[config.mk]
export PLATFORM = sky130hd
export DESIGN_NAME = perf_counter_sampler
export DESIGN_NICKNAME = d
export VERILOG_FILES = /design/src/rtl/perf_counter_sampler.sv
export SDC_FILE = /design/constraint.sdc
export NUM_CORES = 1
export LEC_CHECK = 0
export CORE_AREA = 2 2 220 222
export CTS_BUF_LIST = sky130_fd_sc_hd__clkbuf_4 sky130_fd_sc_hd__clkbuf_8
export DETAILED_ROUTE_END_ITERATION = 10
export DIE_AREA = 0 0 222 224
export PLACE_DENSITY_LB_ADDON = 0.15
export RECOVER_POWER = 50
export SETUP_SLACK_MARGIN = 0.05
export SYNTH_ARGS = -nofsm -noshare
export SYNTH_HDL_FRONTEND = slang
export SYNTH_SLANG_ARGS = --single-unit
[constraint.sdc]
create_clock -name clk_i -period 8.4 [get_ports clk_i]
set_input_delay 1.68 -clock clk_i [delete_from_list [all_inputs] [get_ports clk_i]]
set_output_delay 1.68 -clock clk_i [all_outputs]
set_load 0.01 [all_outputs]
[src/rtl/perf_counter_sampler.sv]
// Periodically sweeps mhpmcounter3.. over a CSR port and queues {index, value} samples in a FIFO.
// Define PERF_SAMPLER_CLEAR_EN to write each counter back to zero right after it is read.
module perf_counter_sampler #(
    parameter int NumCounters   = 6,
    parameter int FifoDepth     = 8,
    parameter int IntervalWidth = 16,
    parameter int XLEN          = 64
) (
    input  logic                     clk_i,
    input  logic                     rst_ni,
    input  logic                     enable_i,
    input  logic [IntervalWidth-1:0] interval_i,
    output logic                     req_o,
    input  logic                     gnt_i,
    output logic [11:0]              addr_o,
    output logic                     we_o,
    output logic [XLEN-1:0]          data_o,
    input  logic [XLEN-1:0]          data_i,
    output logic                     sample_valid_o,
    input  logic                     sample_ready_i,
    output logic [2:0]               sample_idx_o,
    output logic [63:0]              sample_value_o,
    output logic [15:0]              drop_cnt_o,
    output logic                     busy_o
);
    localparam logic [11:0] CSR_MHPM_COUNTER_3  = 12'hB03;
    localparam logic [11:0] CSR_MHPM_COUNTER_3H = 12'hB83;
    localparam int CntW = $clog2(FifoDepth + 1);
    localparam int PtrW = (FifoDepth > 1) ? $clog2(FifoDepth) : 1;
`ifdef PERF_SAMPLER_CLEAR_EN
    localparam bit ClearEn = 1'b1;
`else
    localparam bit ClearEn = 1'b0;
`endif

    typedef enum logic [2:0] {IDLE, WAIT, RD_LO, RD_HI, CLR, NEXT} state_e;
    typedef struct packed {
        logic [2:0]  idx;
        logic [63:0] value;
    } sample_t;

    state_e                   state_q;
    state_e                   after_read;
    logic [2:0]               k_q;
    logic [IntervalWidth-1:0] ival_q;
    logic [IntervalWidth-1:0] ival_load;
    logic [63:0]              value_q;
    sample_t                  fifo_q [FifoDepth];
    sample_t                  head;
    logic [PtrW-1:0]          wr_ptr_q;
    logic [PtrW-1:0]          rd_ptr_q;
    logic [CntW-1:0]          count_q;
    logic                     push;
    logic                     pop;
    logic                     sweep_ok;

    assign ival_load  = (interval_i == '0) ? IntervalWidth'(1) : interval_i;
    assign after_read = ClearEn ? CLR : NEXT;
    // A sweep only starts when every sample it will produce already has a free slot.
    assign sweep_ok   = int'(count_q) <= FifoDepth - NumCounters;
    assign push       = (state_q == NEXT);
    assign pop        = sample_valid_o && sample_ready_i;

    always_ff @(posedge clk_i) begin
        if (!rst_ni) begin
            state_q    <= IDLE;
            k_q        <= '0;
            ival_q     <= '0;
            value_q    <= '0;
            drop_cnt_o <= '0;
        end else begin
            unique case (state_q)
                IDLE: if (enable_i) begin
                    ival_q  <= ival_load;
                    state_q <= WAIT;
                end
                WAIT: begin
                    if (!enable_i) begin
                        state_q <= IDLE;
                    end else if (ival_q > IntervalWidth'(1)) begin
                        ival_q <= ival_q - 1'b1;
                    end else if (sweep_ok) begin
                        k_q     <= '0;
                        state_q <= RD_LO;
                    end else begin
                        ival_q <= ival_load;
                        if (drop_cnt_o != 16'hFFFF) drop_cnt_o <= drop_cnt_o + 1'b1;
                    end
                end
                RD_LO: if (gnt_i) begin
                    if (XLEN == 64) begin
                        value_q <= 64'(data_i);
                        state_q <= after_read;
                    end else begin
                        value_q[31:0] <= data_i[31:0];
                        state_q       <= RD_HI;
                    end
                end
                RD_HI: if (gnt_i) begin
                    value_q[63:32] <= data_i[31:0];
                    state_q        <= after_read;
                end
                CLR: if (gnt_i) state_q <= NEXT;
                NEXT: begin
                    if (k_q != 3'(NumCounters - 1)) begin
                        k_q     <= k_q + 1'b1;
                        state_q <= RD_LO;
                    end else if (enable_i) begin
                        ival_q  <= ival_load;
                        state_q <= WAIT;
                    end else begin
                        state_q <= IDLE;
                    end
                end
                default: state_q <= IDLE;
            endcase
        end
    end

    assign req_o  = state_q inside {RD_LO, RD_HI, CLR};
    assign busy_o = !(state_q inside {IDLE, WAIT});
    assign we_o   = ClearEn && (state_q == CLR);
    assign data_o = '0;

    always_comb begin
        // NOTE: default assignment first so every path drives addr_o and no latch is inferred.
        addr_o = '0;
        case (state_q)
            RD_LO, CLR: addr_o = CSR_MHPM_COUNTER_3 + 12'(k_q);
            RD_HI:      addr_o = CSR_MHPM_COUNTER_3H + 12'(k_q);
            default:    addr_o = '0;
        endcase
    end

    // NOTE: sample storage has no reset; the pointers and count alone define which entries are valid.
    always_ff @(posedge clk_i) begin
        if (rst_ni && push) fifo_q[wr_ptr_q] <= '{idx: k_q, value: value_q};
    end

    always_ff @(posedge clk_i) begin
        if (!rst_ni) begin
            wr_ptr_q <= '0;
            rd_ptr_q <= '0;
            count_q  <= '0;
        end else begin
            if (push) wr_ptr_q <= (wr_ptr_q == PtrW'(FifoDepth - 1)) ? '0 : wr_ptr_q + 1'b1;
            if (pop)  rd_ptr_q <= (rd_ptr_q == PtrW'(FifoDepth - 1)) ? '0 : rd_ptr_q + 1'b1;
            if (push && !pop)      count_q <= count_q + 1'b1;
            else if (pop && !push) count_q <= count_q - 1'b1;
        end
    end

    assign head           = fifo_q[rd_ptr_q];
    assign sample_valid_o = (count_q != '0);
    assign sample_idx_o   = head.idx;
    assign sample_value_o = head.value;

endmodule

==> results.md, run 1 <==
- Pin count of the biggest net entering global routing: about 100
- Die X: between 200 and 250 um
- Root buf cell: clkbuf_8
- Slew margin rel.: -199%
- Most used DFF post-synth: edfxtp_1
- Starting Density: 54.6%
- Initial antenna violation count: 1
- I/O pins: 248
- Fin Clk Skew: ~0.016 ns
- Pwr Density: roughly 270 mW/mm2
- Required @ worst endpoint: between 8 and 9 ns
- Hold WC Path Type: flip-flop to flip-flop
- Non-filler instance count after layout: ~2,400
- DRC viols: 0
- CP Data Arrival Time: roughly 6.3 ns
- Vias in the first global route: about 14,000
- H-tree depth: 3
- Post-layout net count: around 1,800
- # Post-CTS Setup Buffers: 0
- Crit Path Class: input port to flip-flop
- Routed vias/inst: between 5 and 6
- Placer Congestion: between 0.8 and 0.9
- Synth unique cells: 58
- Clk_lat worst skew: roughly 0.67 ns
- DRT antenna net count: 0
- Gate Count Post-Synth: between 1,500 and 2,000
- Sw frac: between 20% and 30%
- Sequential Power Share: 47.3%
- CTS Buf Count: 102
- Pint: 0.00587 W
- Area growth syn-to-layout: 16.4%
- Net Switching: approximately 0.0022 W
- Most frequent cells in the layout: edfxtp_1, clkdlybuf4s50_1, mux4_2
- Bufs and invs on worst path: 4
- Slew Limit Fails: approximately 120
- First-pass iteration count of the detailed router: 5
- Hold Vio Cnt, Final: 0
- Grt ovf: 0
- Worst slew pin tran: approximately 4.5 ns
- Synth async-reset ratio: 0%
- Critical path cell sequence: dlygate4sd3_1 -> clkbuf_1 -> clkinv_1 -> clkbuf_1 -> a21oi_1
- Clock Power Share: between 30% and 40%
- Most frequent CP cell: clkbuf_1
- Crit-path max FO: between 90 and 100
- Total core area: ~0.047 mm2
- Clock transition at the registers of the reported paths: 0.06 ns
- Row Count: 80
- Fraction of layout cells with a size suffix above 1: roughly 23%
- Die Y: between 200 and 250 um
- Wirelength per Cell: 23.4 um
- Final min period: 6.02 ns
- Syn. warnings: 0
- FMAX: around 170 MHz
- #FFs+latches synth: 651
- Most common cell after layout, fill and taps aside: edfxtp_1
- DP Cell Count: roughly 2,200
- Area of the die: around 0.05 mm2
- Max IR drop VDD: roughly 0.19 mV
- Drt initial violations: ~1,200
- Setup TNS: 0 ns
- RSZ-0062 raised after global routing: no
- Period utilization: between 70% and 80%
- Gr usage total: between 20% and 30%
- Comb power frac: 19.6%
- Lkg Pwr: roughly 9.8 nW
- Post-DP HPWL: between 30,000 and 40,000 um
- Area after DPL: roughly 0.028 mm2
- Util after Layout: ~64%
- Final Routed Wirelength: 56,700 um
- Crit-path slowest cell: clkbuf_1
- Syn avg cell area: about 17 um2
- Vias: around 14,000
- Post-synth EDFFs: between 500 and 600
- Clock sink count: between 600 and 700
- CP endpoint kind: flip-flop
- Max-capacitance violation count: 2
- Seq/Total Area, Yosys: a little under three quarters
- First-pass GRT wire length: 85,000 um
- Failing checks: capacitance limit, slew limit
- CP max stage delay: 3.17 ns
- Post-CTS Resized: 0
- Final setup viols: 0
- CTS tree: yes
- Final instance area: 0.0301 mm2
- Outcome: finished with violations
- # hold bufs at CTS: 0
- IO Port Bufs: 178
- Worst path top cell family by delay: buffers and inverters
- Maximum root-to-sink buffer count: 3
- Startpoint Class: input port
- Netlist Area Pre-Place: between 0.02 and 0.03 mm2
[cells in the mapped netlist, types with 2 or more instances]
master,n,share of area (%)
ha_1,13,0.63
buf_2,14,0.27
nor4_4,2,0.16
mux2_2,67,2.9
nor3b_1,3,0.087
dfxtp_1,115,8.9
edfxtp_1,536,62
nor3_1,16,0.31
clkbuf_1,59,0.86
mux4_2,134,12
or4_1,2,0.058
nor2b_1,4,0.097
xnor2_1,2,0.068
and3_1,6,0.15
nand3_1,8,0.15
or3_1,6,0.15
o21ai_0,23,0.45
buf_1,8,0.12
a31oi_1,3,0.073
mux2i_1,6,0.23
inv_1,11,0.16
a211oi_1,2,0.058
nand4_1,10,0.24
nand2b_1,4,0.097
a21oi_1,98,1.9
nor2_1,58,0.84
o211a_1,2,0.077
nand4b_1,3,0.10
buf_4,71,2.1
nand2_1,124,1.8
o221ai_1,32,1.1
o31ai_1,2,0.058
or2_2,3,0.073
xor2_1,13,0.44
and2_1,6,0.15
nand3b_1,2,0.058
o211ai_1,14,0.41
nor4_1,4,0.097
[kinds of logic (layout without fill, tap and decap cells)]
group / Yosys count / count (layout) / synth area share, %
xor gates and xnor gates: 15 / 15 / 0.508
adders and majority gates: 14 / 14 / 0.707
muxes: 207 / 207 / 14.8
buffers and inverters: 164 / 396 / 3.48
AOI/OAI and AO/OA: 187 / 187 / 4.46
and+or+nand+nor: 267 / 267 / 4.84
other: 1 / 70 / 0.0145
DFF: 651 / 651 / 71.2
[state kept, by name (all words and copies together), names as in the netlist, named ones only]
register and cells:
value_q 64, ival_q 16, fifo_q 536, k_q 3
count_q 4, wr_ptr_q 3, drop_cnt_o 16, rd_ptr_q 3
state_q 3
[area by class of cell]
class                   count  area [um2]
clock inverters            48         343
fillers                  3340       17300
multi-input cells         759        6870
repair buffers            198        1930
clock buffers             138        1720
well taps                 615         769
diodes                      1        2.50
flip-flops and latches    651       18400
inverters                  12        45.0
[power groups by stage]
stage / clock network, W / registers (W) / logic [W]
4_1_cts: 0.00272 / 0.00381 / 0.00159
5_1_grt: 0.00286 / 0.00384 / 0.00170
3_5_place_dp: 0 / 0.00388 / 0.00158
2_1_floorplan: 0 / 0.00377 / 0.00114
3_3_place_gp: 0 / 0.00387 / 0.00157
6_report: 0.00267 / 0.00381 / 0.00158
[stage by stage]
stage / setup slack, ns / hold WS (ns) / power (W)
floorplan: 0.912 / 0.455 / 0.00491
global placement: 3.45 / 0.472 / 0.00544
detailed placement: 3.43 / 0.485 / 0.00546
CTS: 2.85 / 0.493 / 0.00813
global route: 2.09 / 0.529 / 0.00840
finish: 2.38 / 0.499 / 0.00806
[worst register-to-register path, delay by kind of cell, from the launching register on]
family | cells | cell delay (ns)
simple gates | 4 | 1.85
flops | 1 | 0.58
buf+inv | 1 | 0.93
[path summary, 6_finish.rpt]
kind	startpoint	to	slack, ns	depth (start not counted)
worst max-delay path	rst_ni	rd_ptr_q[2]	2.38	5
worst min-delay path	drop_cnt_o[1]	drop_cnt_o[1]	0.50	2
worst max register to register	state_q[2]	fifo_q[2][46]	4.59	5
worst min register to register	drop_cnt_o[1]	drop_cnt_o[1]	0.50	2
[per-layer routing]
metal / part of all wire [%] / up-vias / global-route usage, %
met5: 0 / - / 0
met4: 2.3 / 0 / 7.21
met3: 7.2 / 96 / 5.42
met2: 48 / 562 / 36.3
met1: 43 / 7273 / 32.0
li1: - / 6241 / -
Power figures use the tool's default switching activity.
==> run 2, diff against run 1 <==
CORE_AREA = 2 2 224 226   (was 2 2 220 222)
DIE_AREA = 0 0 226 228   (was 0 0 222 224)
clock period = 5.3 ns   (was 8.4 ns; I/O delays follow)
==> run 2 against run 1 <==
  * The flow still finishes with violations (capacitance limit, slew limit)
  * Die area grew 3.6%
  * Sequential share of layout area shrank 0.97 points
  * Total power grew 63%
  * Routed wire length grew 2.3%
  * Hold slack gained 0.0043 ns
  * Clock skew grew 0.015 ns
  * Combinational power grew 59%
  * Non-clock buffer count grew 5
  * Utilization shrank 1.6 points
  * Clock power grew 73%
  * Critical path type unchanged
  * Largest cell class unchanged
  * Largest power group unchanged
  * Highest routed layer unchanged
==> results.md, run 2 (same netlist as run 1, synthesis figures left out) <==
- Outcome: finished with violations
- Failing checks: capacitance limit, slew limit
- CP Data Arrival Time: 4.95 ns (-1.39 ns)
- Clock transition at the registers of the reported paths: 0.06 ns (about the same)
- Critical path cell sequence: dlygate4sd3_1 -> clkbuf_1 -> clkinv_1 -> or3_1 -> nor2_4 -> clkbuf_1
- Worst Setup SP: rst_ni
- Max-capacitance violation count: 2 (unchanged)
- Die Y: 228 um (+1.8%)
- Clk_lat worst skew: 0.69 ns (+0.02 ns)
- Fin Clk Skew: 0.0311 ns (+0.0151 ns)
- Vias in the first global route: 14,300 (-0.014%)
- CTS Buf Count: 104 (+2.0%)
- Multi-input combinational cell area: 0.00687 mm2 (+0.13%)
- R2r startpoint: state_q[2]
- Lkg Pwr: 9.98 nW (+1.6%)
- Reg-to-Reg End: fifo_q[6][65]
- Total core area: 0.0493 mm2 (+4.2%)
- Area of the die: 0.0515 mm2 (+3.6%)
- Post-DP HPWL: 33,100 um (+0.16%)
- Required @ worst endpoint: 5.54 ns (-3.18 ns)
- Area after DPL: 0.0283 mm2 (+0.96%)
- Maximum root-to-sink buffer count: 3 (unchanged)
- Largest registers: fifo_q x536, value_q x64
- Placer Congestion: 0.840 (-0.32%)
- Clock sink count: 651 (unchanged)
- Setup TNS: 0 ns (unchanged)
- Slew Limit Fails: 121 (+1.7%)
- Register area: 0.0184 mm2 (unchanged)
- Post-layout net count: 1,830 (+0.38%)
- Final instance area: 0.0306 mm2 (+1.6%)
- Final Routed Wirelength: 58,000 um (+2.3%)
- Crit Path Class: input port to flip-flop
- Drt initial violations: 1,261 (+3.0%)
- Dpl ws: 1.56 ns (-1.87 ns)
- Final setup margin: 0.591 ns (-1.79 ns)
- IO Port Bufs: 178 (unchanged)
- Pin count of the biggest net entering global routing: 93 (-9.7%)
- Worst slew pin tran: 2.17 ns (-2.32 ns)
- Row Count: 82 (+2.5%)
- Final min period: between 4 and 5 ns
- FMAX: 212 MHz
- Crit-path max FO: 27 (-71%)
- Most frequent cells in the layout: edfxtp_1, clkdlybuf4s50_1, mux4_2
- Reg-to-reg slack, setup: 1.65 ns (-2.94 ns)
- Antenna Cells: 0 (-1)
- Startpoint Class: input port
- Worst hold slack: 0.503 ns (+0.00427 ns)
- Gr usage total: 22.7% (-0.19 points)
- Reg2Reg Depth: 5 (unchanged)
- CP endpoint: fifo_q[6][65]
- Crit-path slowest cell: clkbuf_1
- Vias: 14,300 (+0.83%)
- Pwr Density: 430 mW/mm2 (+61%)
- Most frequent CP cell: clkbuf_1
- # Post-CTS Setup Buffers: 0 (unchanged)
- Max reg flops: 536 (unchanged)
- RSZ-0062 raised after global routing: no
- Starting Density: 52.4% (-2.2 points)
- Slew margin rel.: -44.4% (+150 points)
- I/O pins: 248 (unchanged)
- Period utilization: between 80% and 90%
- DRC viols: 0 (unchanged)
- Root buf cell: clkbuf_8
- Max IR drop VDD: 0.281 mV (+48%)
- Wirelength per Cell: 23.3 um (-0.57%)
- Post-CTS Resized: 0 (unchanged)
- Hold Vio Cnt, Final: 0 (unchanged)
- Hold WC Path Type: flip-flop to flip-flop
- H-tree depth: 3 (unchanged)
- CP endpoint kind: flip-flop
- # hold bufs at CTS: 0 (unchanged)
- CP max stage delay: 1.52 ns (-1.65 ns)
- # fillers: 3,609 (+8.1%)
- Area growth syn-to-layout: 18.3%
- Initial antenna violation count: 0 (-1)
- Routed vias/inst: 5.74 (-2.0%)
- Fraction of layout cells with a size suffix above 1: 23.6% (+1.0 points)
- First-pass GRT wire length: 87,000 um (+2.4%)
- CTS tree: yes
- Final setup viols: 0 (unchanged)
- Most common cell after layout, fill and taps aside: edfxtp_1
- Grt ovf: 0 (unchanged)
- First-pass iteration count of the detailed router: 5 (unchanged)
- DRT antenna net count: 0 (unchanged)
- Largest Register: fifo_q
- Die X: 226 um (+1.8%)
## run 2: changes by cell type in the layout (fill, tap and decap cells not counted), sizes merged, moves of 3 or more
cell      previous run  this run
buf                 17        22
bufinv               4         8
clkbuf             141       154
clkinv              40        28
clkinvlp             2         5
## run 2: area by class of cell
type | instances | share of cell area, %
flip-flops and latches | 651 | 60.2
multi-input cells | 759 | 22.5
repair buffers | 203 | 6.94
clock buffers | 151 | 6.08
well taps | 672 | 2.75
clock inverters | 43 | 1.40
inverters | 12 | 0.147
## run 2: how the worst min path moves through the flow
stage | startpoint | endpoint | slack (ns) | depth (start not counted)
after floorplan | rd_ptr_q[2] | flip-flop | 0.45 | 2
after global routing | rd_ptr_q[2] | flip-flop | 0.53 | 2
final | drop_cnt_o[1] | drop_cnt_o[1] | 0.50 | 2
after global placement | rd_ptr_q[2] | flip-flop | 0.47 | 2
after detailed placement | rd_ptr_q[2] | flip-flop | 0.49 | 2
after CTS | rd_ptr_q[2] | flip-flop | 0.50 | 2
## run 2: where the power goes
group	leakage [nW]	total, W	internal (W)	switching [W]
registers	5.95	0.00603	0.00574	0.000290
clock network	1.20	0.00461	0.00265	0.00195
logic	2.83	0.00252	0.00126	0.00126
total	9.98	0.0132	0.00966	0.00350
## run 2: per-stage QoR
stage | utilization, % | power (W) | instances
floorplan | - | 0.00778 | 1574
finish | 62.0 | 0.0132 | 2491
global placement | 57.4 | 0.00864 | 2297
global route | 62.0 | 0.0137 | 2491
CTS | 62.0 | 0.0133 | 2491
detailed placement | 57.4 | 0.00868 | 2297
## run 2: critical path: cells and delay by family
family	cells	cell delay, ns
buffers and inverters	4	3.15
and+or+nand+nor	2	0.72
## run 2: layer usage
layer | part of all wire [%] | GRT usage, %
met2 | 48 | 35.6
met3 | 7.0 | 4.74
met4 | 1.9 | 6.77
met1 | 43 | 32.5
met5 | 0 | 0
